## src/rtl/testdrive_slave_mailbox_pkg.sv

```systemverilog
// -----------------------------------------------------------------------------
// testdrive_slave_mailbox_pkg
//   Shared definitions for the slave mailbox:
//   - Word offsets of the host-visible registers.
//   - Bit indices inside CTRL and STATUS.
//   - Packed layout of the STATUS word.
// -----------------------------------------------------------------------------
package testdrive_slave_mailbox_pkg;

   // Register word offsets
   localparam int unsigned ADDR_CTRL    = 0;
   localparam int unsigned ADDR_STATUS  = 1;
   localparam int unsigned ADDR_TX_DATA = 2;
   localparam int unsigned ADDR_RX_DATA = 3;
   localparam int unsigned ADDR_SCRATCH = 4;

   // CTRL bit indices
   localparam int unsigned CTRL_TX_FLUSH   = 0;
   localparam int unsigned CTRL_RX_FLUSH   = 1;
   localparam int unsigned CTRL_RX_IRQ_EN  = 8;
   localparam int unsigned CTRL_ERR_IRQ_EN = 9;

   // STATUS bit indices for the write-1-to-clear sticky flags
   localparam int unsigned STAT_TX_OVF = 4;
   localparam int unsigned STAT_RX_UDF = 5;

   // STATUS word, MSB first
   typedef struct packed {
      logic [7:0] rsvd_hi;
      logic [7:0] rx_count;
      logic [7:0] tx_count;
      logic [1:0] rsvd_lo;
      logic       rx_udf;
      logic       tx_ovf;
      logic       rx_full;
      logic       rx_empty;
      logic       tx_full;
      logic       tx_empty;
   } status_t;

endpackage

```

## src/rtl/testdrive_sync_fifo.sv

```systemverilog
// -----------------------------------------------------------------------------
// testdrive_sync_fifo
//   Single-clock FIFO with a combinational head output (show-ahead).
//   Push is ignored when full and pop is ignored when empty, judged on the
//   state before the edge, so a pop never makes room for a same-cycle push.
//   Flush empties the FIFO and overrides any same-cycle push or pop.
//   Ports:
//     clk, rst        clock, synchronous active-high reset
//     push, din       write request and data
//     pop             remove head word
//     flush           empty the FIFO
//     dout            head word (only meaningful while !empty)
//     count           occupancy, 0..2**DEPTH_LOG2
//     full, empty     occupancy flags
// -----------------------------------------------------------------------------
module testdrive_sync_fifo #(
   parameter int DATA_W     = 32,
   parameter int DEPTH_LOG2 = 4
) (
   input  logic                  clk,
   input  logic                  rst,
   input  logic                  push,
   input  logic                  pop,
   input  logic                  flush,
   input  logic [DATA_W-1:0]     din,
   output logic [DATA_W-1:0]     dout,
   output logic [DEPTH_LOG2:0]   count,
   output logic                  full,
   output logic                  empty
);

   localparam int DEPTH = 1 << DEPTH_LOG2;

   logic [DATA_W-1:0]     mem [DEPTH];
   logic [DEPTH_LOG2-1:0] wr_ptr;
   logic [DEPTH_LOG2-1:0] rd_ptr;
   logic                  do_push;
   logic                  do_pop;

   assign full    = (count == (DEPTH_LOG2 + 1)'(DEPTH));
   assign empty   = (count == '0);
   assign do_push = push && !full;
   assign do_pop  = pop && !empty;
   assign dout    = mem[rd_ptr];

   // NOTE: sequential state uses non-blocking assignments so every flop
   // samples the pre-edge values regardless of statement order.
   always_ff @(posedge clk) begin
      if (rst || flush) begin
         wr_ptr <= '0;
         rd_ptr <= '0;
         count  <= '0;
      end else begin
         // Pointers are exactly DEPTH_LOG2 bits, so increment wraps modulo depth.
         if (do_push) wr_ptr <= wr_ptr + 1'b1;
         if (do_pop)  rd_ptr <= rd_ptr + 1'b1;
         unique case ({do_push, do_pop})
            2'b10:   count <= count + 1'b1;
            2'b01:   count <= count - 1'b1;
            default: count <= count;
         endcase
      end
   end

   // NOTE: storage has no reset; validity is tracked by the pointers and
   // count alone, which keeps the array as plain RAM.
   always_ff @(posedge clk) begin
      if (do_push) mem[wr_ptr] <= din;
   end

endmodule

```

## src/rtl/testdrive_slave_mailbox.sv

```systemverilog
// -----------------------------------------------------------------------------
// testdrive_slave_mailbox
//   Register-bank consumer on a simple strobe bus. Host writes to TX_DATA feed
//   a TX valid/ready stream; an RX valid/ready stream is buffered for host
//   reads of RX_DATA. Also provides CTRL, STATUS (sticky W1C flags) and SCRATCH.
//   Optional feature macro: SLAVE_MAILBOX_IRQ_EN adds the IRQ output and the
//   CTRL[9:8] interrupt enables; without it those bits read 0.
//   Ports:
//     CLK, RST                clock, synchronous active-high reset
//     WE, WADDR, WDATA        host write strobe / word address / data
//     RE, RADDR, RDATA        host read strobe / word address / registered data
//     TX_VALID/READY/DATA     outbound stream (FIFO head)
//     RX_VALID/READY/DATA     inbound stream
//     IRQ                     level interrupt (SLAVE_MAILBOX_IRQ_EN only)
// -----------------------------------------------------------------------------
module testdrive_slave_mailbox
   import testdrive_slave_mailbox_pkg::*;
#(
   parameter int C_ADDR_BITS     = 10,
   parameter int C_TX_DEPTH_LOG2 = 4,
   parameter int C_RX_DEPTH_LOG2 = 4
) (
   input  logic                   CLK,
   input  logic                   RST,
   input  logic                   WE,
   input  logic [C_ADDR_BITS-1:0] WADDR,
   input  logic [31:0]            WDATA,
   input  logic                   RE,
   input  logic [C_ADDR_BITS-1:0] RADDR,
   output logic [31:0]            RDATA,
   output logic                   TX_VALID,
   input  logic                   TX_READY,
   output logic [31:0]            TX_DATA,
   input  logic                   RX_VALID,
   output logic                   RX_READY,
   input  logic [31:0]            RX_DATA
`ifdef SLAVE_MAILBOX_IRQ_EN
   ,
   output logic                   IRQ
`endif
);

   localparam logic [C_ADDR_BITS-1:0] A_CTRL    = C_ADDR_BITS'(ADDR_CTRL);
   localparam logic [C_ADDR_BITS-1:0] A_STATUS  = C_ADDR_BITS'(ADDR_STATUS);
   localparam logic [C_ADDR_BITS-1:0] A_TX_DATA = C_ADDR_BITS'(ADDR_TX_DATA);
   localparam logic [C_ADDR_BITS-1:0] A_RX_DATA = C_ADDR_BITS'(ADDR_RX_DATA);
   localparam logic [C_ADDR_BITS-1:0] A_SCRATCH = C_ADDR_BITS'(ADDR_SCRATCH);

   // Full-width decode: no aliasing of upper address bits.
   logic wr_ctrl, wr_status, wr_tx, wr_scratch, rd_rx;
   assign wr_ctrl    = WE && (WADDR == A_CTRL);
   assign wr_status  = WE && (WADDR == A_STATUS);
   assign wr_tx      = WE && (WADDR == A_TX_DATA);
   assign wr_scratch = WE && (WADDR == A_SCRATCH);
   assign rd_rx      = RE && (RADDR == A_RX_DATA);

   logic tx_flush, rx_flush;
   assign tx_flush = wr_ctrl && WDATA[CTRL_TX_FLUSH];
   assign rx_flush = wr_ctrl && WDATA[CTRL_RX_FLUSH];

   // ---------------------------------------------------------------- FIFOs
   logic [C_TX_DEPTH_LOG2:0] tx_count;
   logic [C_RX_DEPTH_LOG2:0] rx_count;
   logic                     tx_full, tx_empty, rx_full, rx_empty;
   logic [31:0]              rx_head;

   assign TX_VALID = !tx_empty;
   assign RX_READY = !rx_full;

   testdrive_sync_fifo #(
      .DATA_W     (32),
      .DEPTH_LOG2 (C_TX_DEPTH_LOG2)
   ) u_tx_fifo (
      .clk   (CLK),
      .rst   (RST),
      .push  (wr_tx),
      .pop   (TX_VALID && TX_READY),
      .flush (tx_flush),
      .din   (WDATA),
      .dout  (TX_DATA),
      .count (tx_count),
      .full  (tx_full),
      .empty (tx_empty)
   );

   testdrive_sync_fifo #(
      .DATA_W     (32),
      .DEPTH_LOG2 (C_RX_DEPTH_LOG2)
   ) u_rx_fifo (
      .clk   (CLK),
      .rst   (RST),
      .push  (RX_VALID && RX_READY),
      .pop   (rd_rx),
      .flush (rx_flush),
      .din   (RX_DATA),
      .dout  (rx_head),
      .count (rx_count),
      .full  (rx_full),
      .empty (rx_empty)
   );

   // ------------------------------------------------------- sticky flags
   logic tx_ovf, rx_udf;

   always_ff @(posedge CLK) begin
      if (RST) begin
         tx_ovf <= 1'b0;
         rx_udf <= 1'b0;
      end else begin
         // A new error event in the same cycle as the W1C keeps the flag set.
         if (wr_tx && tx_full)
            tx_ovf <= 1'b1;
         else if (wr_status && WDATA[STAT_TX_OVF])
            tx_ovf <= 1'b0;

         if (rd_rx && rx_empty)
            rx_udf <= 1'b1;
         else if (wr_status && WDATA[STAT_RX_UDF])
            rx_udf <= 1'b0;
      end
   end

   // ---------------------------------------------------- CTRL / SCRATCH
   logic [1:0]  irq_en;
   logic [31:0] scratch;

`ifdef SLAVE_MAILBOX_IRQ_EN
   always_ff @(posedge CLK) begin
      if (RST) begin
         irq_en <= 2'b00;
         IRQ    <= 1'b0;
      end else begin
         if (wr_ctrl) irq_en <= WDATA[CTRL_ERR_IRQ_EN:CTRL_RX_IRQ_EN];
         IRQ <= (irq_en[0] && !rx_empty) || (irq_en[1] && (tx_ovf || rx_udf));
      end
   end
`else
   assign irq_en = 2'b00;
`endif

   always_ff @(posedge CLK) begin
      if (RST) scratch <= '0;
      else if (wr_scratch) scratch <= WDATA;
   end

   // ------------------------------------------------------------ STATUS
   status_t status;

   // NOTE: every field gets a default before conditional logic so the
   // combinational block can never infer a latch.
   always_comb begin
      status          = '0;
      status.tx_empty = tx_empty;
      status.tx_full  = tx_full;
      status.rx_empty = rx_empty;
      status.rx_full  = rx_full;
      status.tx_ovf   = tx_ovf;
      status.rx_udf   = rx_udf;
      status.tx_count = 8'(tx_count);
      status.rx_count = 8'(rx_count);
   end

   // -------------------------------------------------------- read mux
   // Reads see pre-edge state, so a STATUS read never reflects the same
   // cycle's push/pop/W1C. Flush bits are self-clearing and read back as 0.
   always_ff @(posedge CLK) begin
      if (RST) begin
         RDATA <= '0;
      end else if (RE) begin
         unique case (RADDR)
            A_CTRL:    RDATA <= {22'd0, irq_en, 8'd0};
            A_STATUS:  RDATA <= status;
            A_RX_DATA: RDATA <= rx_empty ? 32'd0 : rx_head;
            A_SCRATCH: RDATA <= scratch;
            default:   RDATA <= '0;
         endcase
      end
   end

endmodule
```

## config.mk

```make
export PLATFORM = sky130hd
export DESIGN_NAME = testdrive_slave_mailbox
export DESIGN_NICKNAME = d
export VERILOG_FILES = /design/src/rtl/testdrive_slave_mailbox_pkg.sv /design/src/rtl/testdrive_sync_fifo.sv /design/src/rtl/testdrive_slave_mailbox.sv
export SDC_FILE = /design/constraint.sdc
export NUM_CORES = 1
export LEC_CHECK = 0
export CORE_MARGIN = 3
export CORE_UTILIZATION = 45
export DETAILED_ROUTE_END_ITERATION = 10
export GPL_ROUTABILITY_DRIVEN = 1
export MAX_ROUTING_LAYER = met4
export PLACE_DENSITY_LB_ADDON = 0.2
export SLEW_MARGIN = 20
export SYNTH_ARGS = -nofsm -noshare
export SYNTH_HDL_FRONTEND = slang
export SYNTH_HIERARCHICAL = 1
export SYNTH_SLANG_ARGS = --single-unit
```

## constraint.sdc

```tcl
create_clock -name CLK -period 9.9 [get_ports CLK]
set_input_delay 1.98 -clock CLK [delete_from_list [all_inputs] [get_ports CLK]]
set_output_delay 1.98 -clock CLK [all_outputs]
set_load 0.01 [all_outputs]
```

==> reports/summary.txt, run 1 <==
CTS
------------------------------------------------------------------------------------
Sink count of the clock tree                                                    1124
CTS H-tree lvls                                                                    3
Clock Latency Late Sink                                                       690 ps
CTS tree                                                                        done
Total clock buffers created by CTS                                               109
Cts repair resizes                                                                 0
Buffer cell driving the clock tree root                                 sky130_fd_sc_hd__clkbuf_16
Longest Clk Path Bufs                                                              3
Number of post-CTS setup repair buffers                                            0
Hold bufs inserted after CTS                                                       0
Clock slew at reported path FFs                                                60 ps

STA
------------------------------------------------------------------------------------
Setup repair after global routing missed its margin                               no
Worst hold slack across all endpoints                                         457 ps
Final Setup Violations                                                             0
Final worst clock skew                                                       21.1 ps
Total count of hold-check failures in the final report                             0
Share of the cycle needed by the critical path after routing                   0.616
Max-slew violations                                                                0
Peak clock frequency supported by timing                                     164 MHz
Total Neg Setup Slack                                                           0 ps
Max-slew headroom at the worst pin                                             0.276
Pin slew with the least headroom to its limit                                1080 ps
Final critical delay including setup and external delays                     6100 ps

SETUP PATH
------------------------------------------------------------------------------------
FF-to-FF Start                                                          u_rx_fifo/count[0]$_SDFFE_PP0P_
Sequence of cells on the critical path                                  buf_4, mux4_1, mux4_2, clkdlybuf4s50_1
Count of buffering cells on the critical path with inverters included              2
Arrival time of data at the critical path endpoint                           4120 ps
Element type at the critical path end                                    output port
Slowest stage cell on the critical path                                 sky130_fd_sc_hd__dfxtp_4
Family of cells with the greatest summed delay on the critical path     buffers and inverters
Type of element launching the critical path                                flip-flop
CP max FO                                                                         70
Critical path type                                                        reg -> out
Length in cells of the worst reg-to-reg path                                      11
Crit path required time                                                      7920 ps
Maximum single-stage delay on the critical path                               930 ps
Critical Path Stages                                                               4

FLOORPLAN
------------------------------------------------------------------------------------
Height of the die                                                             317 um
Number of ports placed on the die boundary                                       156
Die Footprint                                                           101000 sq um
Die width                                                                     317 um
Area inside the core boundary                                            95600 sq um
Initial Util                                                                   0.456
Row cnt                                                                          113

GRT
------------------------------------------------------------------------------------
Total grt overflow                                                                 0
Initial antenna violation count                                                   12
Maximum number of pins on one net before global-route repair                      88
Via count of the first global-routing pass                                     21.7k
Global Route Usage Sum                                                         0.218
Global-route wire length before repair                                     153000 um

ROUTING
------------------------------------------------------------------------------------
Post-route ant nets                                                                0
Total number of vias                                                           21.3k
First-iteration detailed-routing DRC count                                      2199
Post-Route WL                                                              105000 um
DR vias/cell                                                                    5.95
DRC violation count after routing                                                  0
Initial DRT Pass Iterations                                                        7
Average detailed-routed wire length per instance                             29.3 um

SYNTHESIS
------------------------------------------------------------------------------------
Total of warnings raised by yosys                                                  6
Cell type with the largest total area after synthesis                   sky130_fd_sc_hd__edfxtp_1
Mapped Avg Cell Area                                                      21.8 sq um
Synthesized instance count                                                      1999
Fraction of synthesized cell area taken by the top area cell type              0.706
Number of flops mapped to enable cells by yosys                                 1024
Post-synthesis instance area                                             43600 sq um
Syn_nets                                                                        2105
Part of the Yosys area used for sequential elements                            0.751
Count of different cell masters after synthesis                                   54
Largest cells by area after synthesis                                   sky130_fd_sc_hd__edfxtp_1 71%, sky130_fd_sc_hd__mux4_2 11%, sky130_fd_sc_hd__mux4_1 6.0%
Most used DFF post-synth                                                sky130_fd_sc_hd__edfxtp_1
Share of synthesized flip-flops with an asynchronous set or reset                  0
Number of flip-flops and latches in the synthesized netlist                     1124

PLACEMENT
------------------------------------------------------------------------------------
Routability congestion estimate from global placement                          0.812
Total of buffers placed on input and output ports                                155
Number of placed cells counting well taps                                       3367
DPL Wire Length                                                             62400 um

PWR
------------------------------------------------------------------------------------
LEAKAGE                                                                    0.0155 uW
Final Power                                                                  9640 uW
Worst IR Drop VDD                                                             137 uV
Power per standard cell area                                             191 nW/um^2

OUTCOME
------------------------------------------------------------------------------------
Outcome                                                                 complete, no violations

MIN PATH
------------------------------------------------------------------------------------
Hold WC Path Type                                                         reg -> reg
Worst hold path startpoint                                              RDATA[27]$_SDFFE_PP0P_
Hold Path Stages                                                                   2

CELLS AND AREA
------------------------------------------------------------------------------------
Filler-free cell count of the finished design                                   3582
Fin util                                                                       0.529
Final net count                                                                 2321
Fill cell instance count of the final layout                                    7422
Relative area change from synthesis to final layout                            16.0%
Share of cells above drive strength 1                                          0.222

JOB
------------------------------------------------------------------------------------
Number of max-cap violations                                                       0

-- cell type report --
type,instances,area (sq um),area share
flip-flops and latches,1124,32800,0.648
inverters,19,71.3,0.00141
diodes,7,17.5,0.000347
clock buffers,136,2910,0.0576
well taps,1265,1580,0.0313
repair buffers,215,2180,0.0430
clock inverters,70,696,0.0138
multi-input cells,746,10300,0.204
-- layout by cell type, fill, tap and decap left out, types with 6 or more instances in the layout --
master and n:
sky130_fd_sc_hd__edfxtp_1 1024, sky130_fd_sc_hd__mux4_2 220, sky130_fd_sc_hd__clkdlybuf4s50_1 154, sky130_fd_sc_hd__clkbuf_16 111, sky130_fd_sc_hd__nand2_1 100, sky130_fd_sc_hd__mux4_1 100
sky130_fd_sc_hd__dfxtp_1 92, sky130_fd_sc_hd__buf_4 47, sky130_fd_sc_hd__nor2_1 39, sky130_fd_sc_hd__a21oi_1 39, sky130_fd_sc_hd__o21ai_0 32, sky130_fd_sc_hd__clkinv_2 26
sky130_fd_sc_hd__nor2_4 25, sky130_fd_sc_hd__clkbuf_1 21, sky130_fd_sc_hd__clkinv_1 20, sky130_fd_sc_hd__a22oi_1 18, sky130_fd_sc_hd__inv_1 17, sky130_fd_sc_hd__ha_1 16
sky130_fd_sc_hd__a222oi_1 15, sky130_fd_sc_hd__xor2_1 14, sky130_fd_sc_hd__nor3_1 11, sky130_fd_sc_hd__bufinv_16 11, sky130_fd_sc_hd__nand2b_1 10, sky130_fd_sc_hd__nand2_2 10
sky130_fd_sc_hd__nor3_2 8, sky130_fd_sc_hd__o21a_1 8, sky130_fd_sc_hd__o211ai_1 8, sky130_fd_sc_hd__diode_2 7, sky130_fd_sc_hd__or4_1 7, sky130_fd_sc_hd__mux2i_1 6
sky130_fd_sc_hd__nand3_1 6, sky130_fd_sc_hd__buf_12 6
-- synth_stat cells (2+ instances only) --
| cell type | instances |
|---|---|
| sky130_fd_sc_hd__edfxtp_1 | 1024 |
| sky130_fd_sc_hd__mux4_2 | 220 |
| sky130_fd_sc_hd__dfxtp_1 | 100 |
| sky130_fd_sc_hd__mux4_1 | 100 |
| sky130_fd_sc_hd__nand2_1 | 100 |
| sky130_fd_sc_hd__nor2_1 | 65 |
| sky130_fd_sc_hd__clkbuf_1 | 53 |
| sky130_fd_sc_hd__a21oi_1 | 39 |
| sky130_fd_sc_hd__o21ai_0 | 32 |
| sky130_fd_sc_hd__buf_6 | 25 |
| sky130_fd_sc_hd__nor3_1 | 19 |
| sky130_fd_sc_hd__a22oi_1 | 18 |
| sky130_fd_sc_hd__inv_1 | 17 |
| sky130_fd_sc_hd__ha_1 | 16 |
| sky130_fd_sc_hd__a222oi_1 | 15 |
| sky130_fd_sc_hd__buf_2 | 14 |
| sky130_fd_sc_hd__xor2_1 | 14 |
| sky130_fd_sc_hd__buf_1 | 12 |
| sky130_fd_sc_hd__nand2_2 | 10 |
| sky130_fd_sc_hd__nand2b_1 | 10 |
| sky130_fd_sc_hd__o211ai_1 | 8 |
| sky130_fd_sc_hd__o21a_1 | 8 |
| sky130_fd_sc_hd__or4_1 | 7 |
| sky130_fd_sc_hd__buf_8 | 6 |
| sky130_fd_sc_hd__mux2i_1 | 6 |
| sky130_fd_sc_hd__nand3_1 | 6 |
| sky130_fd_sc_hd__nor2b_1 | 5 |
| sky130_fd_sc_hd__and3_1 | 4 |
| sky130_fd_sc_hd__nand3b_1 | 4 |
| sky130_fd_sc_hd__nor4_1 | 3 |
| sky130_fd_sc_hd__a221o_1 | 2 |
| sky130_fd_sc_hd__a311oi_1 | 2 |
| sky130_fd_sc_hd__and3b_1 | 2 |
| sky130_fd_sc_hd__inv_2 | 2 |
| sky130_fd_sc_hd__nand4b_1 | 2 |
| sky130_fd_sc_hd__o2111ai_1 | 2 |
| sky130_fd_sc_hd__o211ai_2 | 2 |
| sky130_fd_sc_hd__o21a_2 | 2 |
| sky130_fd_sc_hd__o21ai_2 | 2 |
| sky130_fd_sc_hd__o22ai_1 | 2 |
| sky130_fd_sc_hd__o2bb2ai_1 | 2 |
| sky130_fd_sc_hd__o31ai_1 | 2 |
| sky130_fd_sc_hd__or2_2 | 2 |
| sky130_fd_sc_hd__or3_1 | 2 |
| sky130_fd_sc_hd__xnor2_1 | 2 |
-- registers in the layout, indices dropped and copies added (netlist names), 5 cells and up, named ones only --
signal and flops:
u_tx_fifo/count 5, RDATA 32, u_rx_fifo/mem 512, scratch 32, u_tx_fifo/mem 512, u_rx_fifo/count 5
-- through the flow --
step | setup WS, ps | instance area (sq um)
after floorplan | 3660 | 43600
after global routing | 3680 | 50500
after detailed placement | 4480 | 46900
after CTS | 3760 | 50500
after global placement | 4310 | 46700
final | 3800 | 50500
-- path summary, 6_finish.rpt --
path                                     end  slack, ps
max                               TX_DATA[7]       3800
min                   RDATA[27]$_SDFFE_PP0P_        460
max reg2reg  u_rx_fifo/count[2]$_SDFFE_PP0P_       5750
min reg2reg           RDATA[27]$_SDFFE_PP0P_        460
-- worst reg2reg max path: stages (launching register included) --
cell	delay, ps
sky130_fd_sc_hd__dfxtp_1	450
sky130_fd_sc_hd__or4_1	710
sky130_fd_sc_hd__nor2_1	640
sky130_fd_sc_hd__nor2b_1	290
sky130_fd_sc_hd__o21a_2	260
sky130_fd_sc_hd__inv_2	90
sky130_fd_sc_hd__ha_1	450
sky130_fd_sc_hd__xor2_1	220
sky130_fd_sc_hd__ha_1	240
sky130_fd_sc_hd__nor3_1	90
sky130_fd_sc_hd__or4_1	490
sky130_fd_sc_hd__a21oi_1	150
-- cell families (layout without fill, tap and decap cells) --
| kind of cell | count (synthesis) | after routing | share of synthesized area |
|---|---|---|---|
| XOR/XNOR | 16 | 16 | 0.00322 |
| adder cells (fa/ha/maj) | 16 | 16 | 0.00459 |
| buffers and inverters | 129 | 440 | 0.0174 |
| multiplexers | 326 | 326 | 0.175 |
| other | 0 | 7 | 0 |
| AO/OA/AOI/OAI | 141 | 141 | 0.0218 |
| AND/OR/NAND/NOR | 247 | 247 | 0.0262 |
| flip-flops | 1124 | 1124 | 0.751 |
-- power breakdown --
part / leakage [uW] / internal (uW) / total, uW / switching [uW]
clock: 0.00177 / 2380 / 4130 / 1750
sequential: 0.0100 / 5210 / 5220 / 17.5
combinational: 0.00368 / 110 / 279 / 169
-- per-layer routing --
metal | GRT usage | share of wire
met2 | 0.345 | 0.49
met5 | - | 0
met4 | 0.0546 | 0.022
met1 | 0.295 | 0.41
met3 | 0.0411 | 0.076
No activity file was read; power rests on OpenSTA's default activity.
==> run 2, diff against run 1 <==
clock period = 5.9 ns   (was 9.9 ns; I/O delays follow)
==> run 2 against run 1 <==
Highest routed layer unchanged. First-iteration DRC count is 1.2% lower. Routed wire length down 2.5%. Worst hold slack better by 1.8 ps. Largest cell class unchanged. Sequential cell count is the same.
==> reports/summary.txt, run 2 (synthesized netlist as in run 1, its figures left out) <==
FLOORPLAN
-------------------------------------------------------------------------------------
Die width                                                                      317 um   unchanged
Die Footprint                                                            101000 sq um   unchanged
Height of the die                                                              317 um   unchanged
Number of ports placed on the die boundary                                        156   unchanged
Initial Util                                                                    0.456   unchanged
Area inside the core boundary                                             95600 sq um   unchanged
Row cnt                                                                           113   unchanged

PLACEMENT
-------------------------------------------------------------------------------------
Routability congestion estimate from global placement                           0.840   +3.5%
Standard cell area after detailed placement                               46900 sq um   about the same
DPL Wire Length                                                              62300 um   about the same
Total of buffers placed on input and output ports                                 155   unchanged

STA
-------------------------------------------------------------------------------------
Final Setup Violations                                                              0   unchanged
Total count of hold-check failures in the final report                              0   unchanged
Max-slew headroom at the worst pin                                              0.339   +0.0625
Max-slew violations                                                                 0   unchanged
Pin slew with the least headroom to its limit                                  989 ps   -86.2 ps
Share of the cycle needed by the critical path after routing                    0.815
Final worst clock skew                                                        21.4 ps   +0.284 ps
Total Neg Setup Slack                                                            0 ps   unchanged
Setup repair after global routing missed its margin                                no
Worst hold slack across all endpoints                                          459 ps   +1.78 ps
Peak clock frequency supported by timing                                      208 MHz
Final critical delay including setup and external delays                      4810 ps

SETUP PATH
-------------------------------------------------------------------------------------
Type of element launching the critical path                                 flip-flop
Arrival time of data at the critical path endpoint                            3630 ps   -490 ps
Slowest stage cell on the critical path                                  sky130_fd_sc_hd__dfxtp_4
CP max FO                                                                          43   -39%
Element type at the critical path end                                     output port
Maximum single-stage delay on the critical path                                930 ps   about the same
Sequence of cells on the critical path                                   buf_4, mux4_1, mux4_2, clkdlybuf4s50_1
Crit path required time                                                       4720 ps   -3200 ps
Length in cells of the worst reg-to-reg path                                       11   unchanged
Critical path type                                                         reg -> out

CELLS AND AREA
-------------------------------------------------------------------------------------
Final net count                                                                  2325   +0.17%
Fin util                                                                        0.528   -0.00115
Post-route standard cell area excluding fillers                           50400 sq um   -0.22%
Most frequent cells in the layout                                        1024 x sky130_fd_sc_hd__edfxtp_1, 220 x sky130_fd_sc_hd__mux4_2, 154 x sky130_fd_sc_hd__clkdlybuf4s50_1, 112 x sky130_fd_sc_hd__clkbuf_16
Top Registers                                                            u_rx_fifo/mem x512, u_tx_fifo/mem x512
Most frequent standard cell in the layout excluding fill and tap cells   sky130_fd_sc_hd__edfxtp_1
Relative area change from synthesis to final layout                             15.7%
Share of cells above drive strength 1                                           0.220   -0.00202

GRT
-------------------------------------------------------------------------------------
Maximum number of pins on one net before global-route repair                       72   -18%
Fraction of met2 tracks used by global routing                                  0.340   -0.00509
Initial antenna violation count                                                     7   -5
Met3 usage in global routing                                                   0.0377   -0.00339
Via count of the first global-routing pass                                      21.4k   -1.2%
Total grt overflow                                                                  0   unchanged
Fraction of met1 tracks used by global routing                                  0.288   -0.00763
Most heavily used metal layer in global routing                                  met2
Global-route wire length before repair                                      150000 um   -1.8%
Global Route Usage Sum                                                          0.213   -0.00507

PWR
-------------------------------------------------------------------------------------
LEAKAGE                                                                     0.0154 uW   -0.27%
Power per standard cell area                                              316 nW/um^2   +66%
Final Power                                                                  16000 uW   +66%
Worst IR Drop VDD                                                              241 uV   +76%

CTS
-------------------------------------------------------------------------------------
Hold bufs inserted after CTS                                                        0   unchanged
Longest Clk Path Bufs                                                               3   unchanged
CTS tree                                                                         done
CTS H-tree lvls                                                                     3   unchanged
Number of post-CTS setup repair buffers                                             0   unchanged
Cts repair resizes                                                                  0   unchanged
Clock slew at reported path FFs                                                 60 ps   about the same
Buffer cell driving the clock tree root                                  sky130_fd_sc_hd__clkbuf_16
Sink count of the clock tree                                                     1124   unchanged
Total clock buffers created by CTS                                                110   +0.92%
Clock Latency Late Sink                                                        670 ps   -20 ps

ROUTING
-------------------------------------------------------------------------------------
Initial DRT Pass Iterations                                                         8   +1
Total number of vias                                                            21.0k   -1.3%
Post-Route WL                                                               102000 um   -2.5%
DR vias/cell                                                                     5.87   -1.4%
Post-route ant nets                                                                 0   unchanged
DRC violation count after routing                                                   0   unchanged
First-iteration detailed-routing DRC count                                       2173   -1.2%
Average detailed-routed wire length per instance                              28.6 um   -2.5%

MIN PATH
-------------------------------------------------------------------------------------
Hold WC Path Type                                                          reg -> reg
Hold Path Stages                                                                    2   unchanged

OUTCOME
-------------------------------------------------------------------------------------
Outcome                                                                  complete, no violations

JOB
-------------------------------------------------------------------------------------
Number of max-cap violations                                                        0   unchanged

-- run 2: power by group --
| group | switching [uW] | leakage [uW] | internal [uW] |
|---|---|---|---|
| Clock | 2860 | 0.00172 | 3860 |
| Sequential | 28.8 | 0.0100 | 8740 |
| Combinational | 278 | 0.00368 | 184 |
-- run 2: final timing paths --
check                                                startpoint                         endpoint  slack, ps
worst max register to register  u_tx_fifo/count[0]$_SDFFE_PP0P_  u_tx_fifo/count[2]$_SDFFE_PP0P_       1940
worst min-delay path                   scratch[22]$_SDFFE_PP0P_         scratch[22]$_SDFFE_PP0P_        460
worst min register to register         scratch[22]$_SDFFE_PP0P_         scratch[22]$_SDFFE_PP0P_        460
worst max-delay path                                  flip-flop                      TX_DATA[16]       1090
-- run 2: routing by layer --
metal / part of all wire / wire length [um] / up-vias
li1: - / - / 8927
met1: 0.41 / 42100 / 11200
met2: 0.50 / 50900 / 817
met3: 0.071 / 7270 / 134
met4: 0.021 / 2180 / 0
met5: 0 / 0 / -
-- run 2: worst max-delay path: cells and delay by family (launching register included) --
kind,cells,cell delay [ps]
buf+inv,2,910
flops,1,930
mux,2,1060
-- run 2: final cells by class --
type                       instances  area (sq um)
fill                            7436         45100
sequential                      1124         32800
multi-input combinational        746         10300
clock buffer                     160          3090
timing repair buffer             218          2170
tap                             1265          1580
clock inverter                    46           407
inverter                          19          71.3
antenna                            6          15.0
-- run 2: per-stage QoR --
step	instances	setup slack, ps
global route	3583	855
CTS	3578	955
detailed placement	3372	1250
floorplan	1999	461
global placement	3372	1280
finish	3584	1090
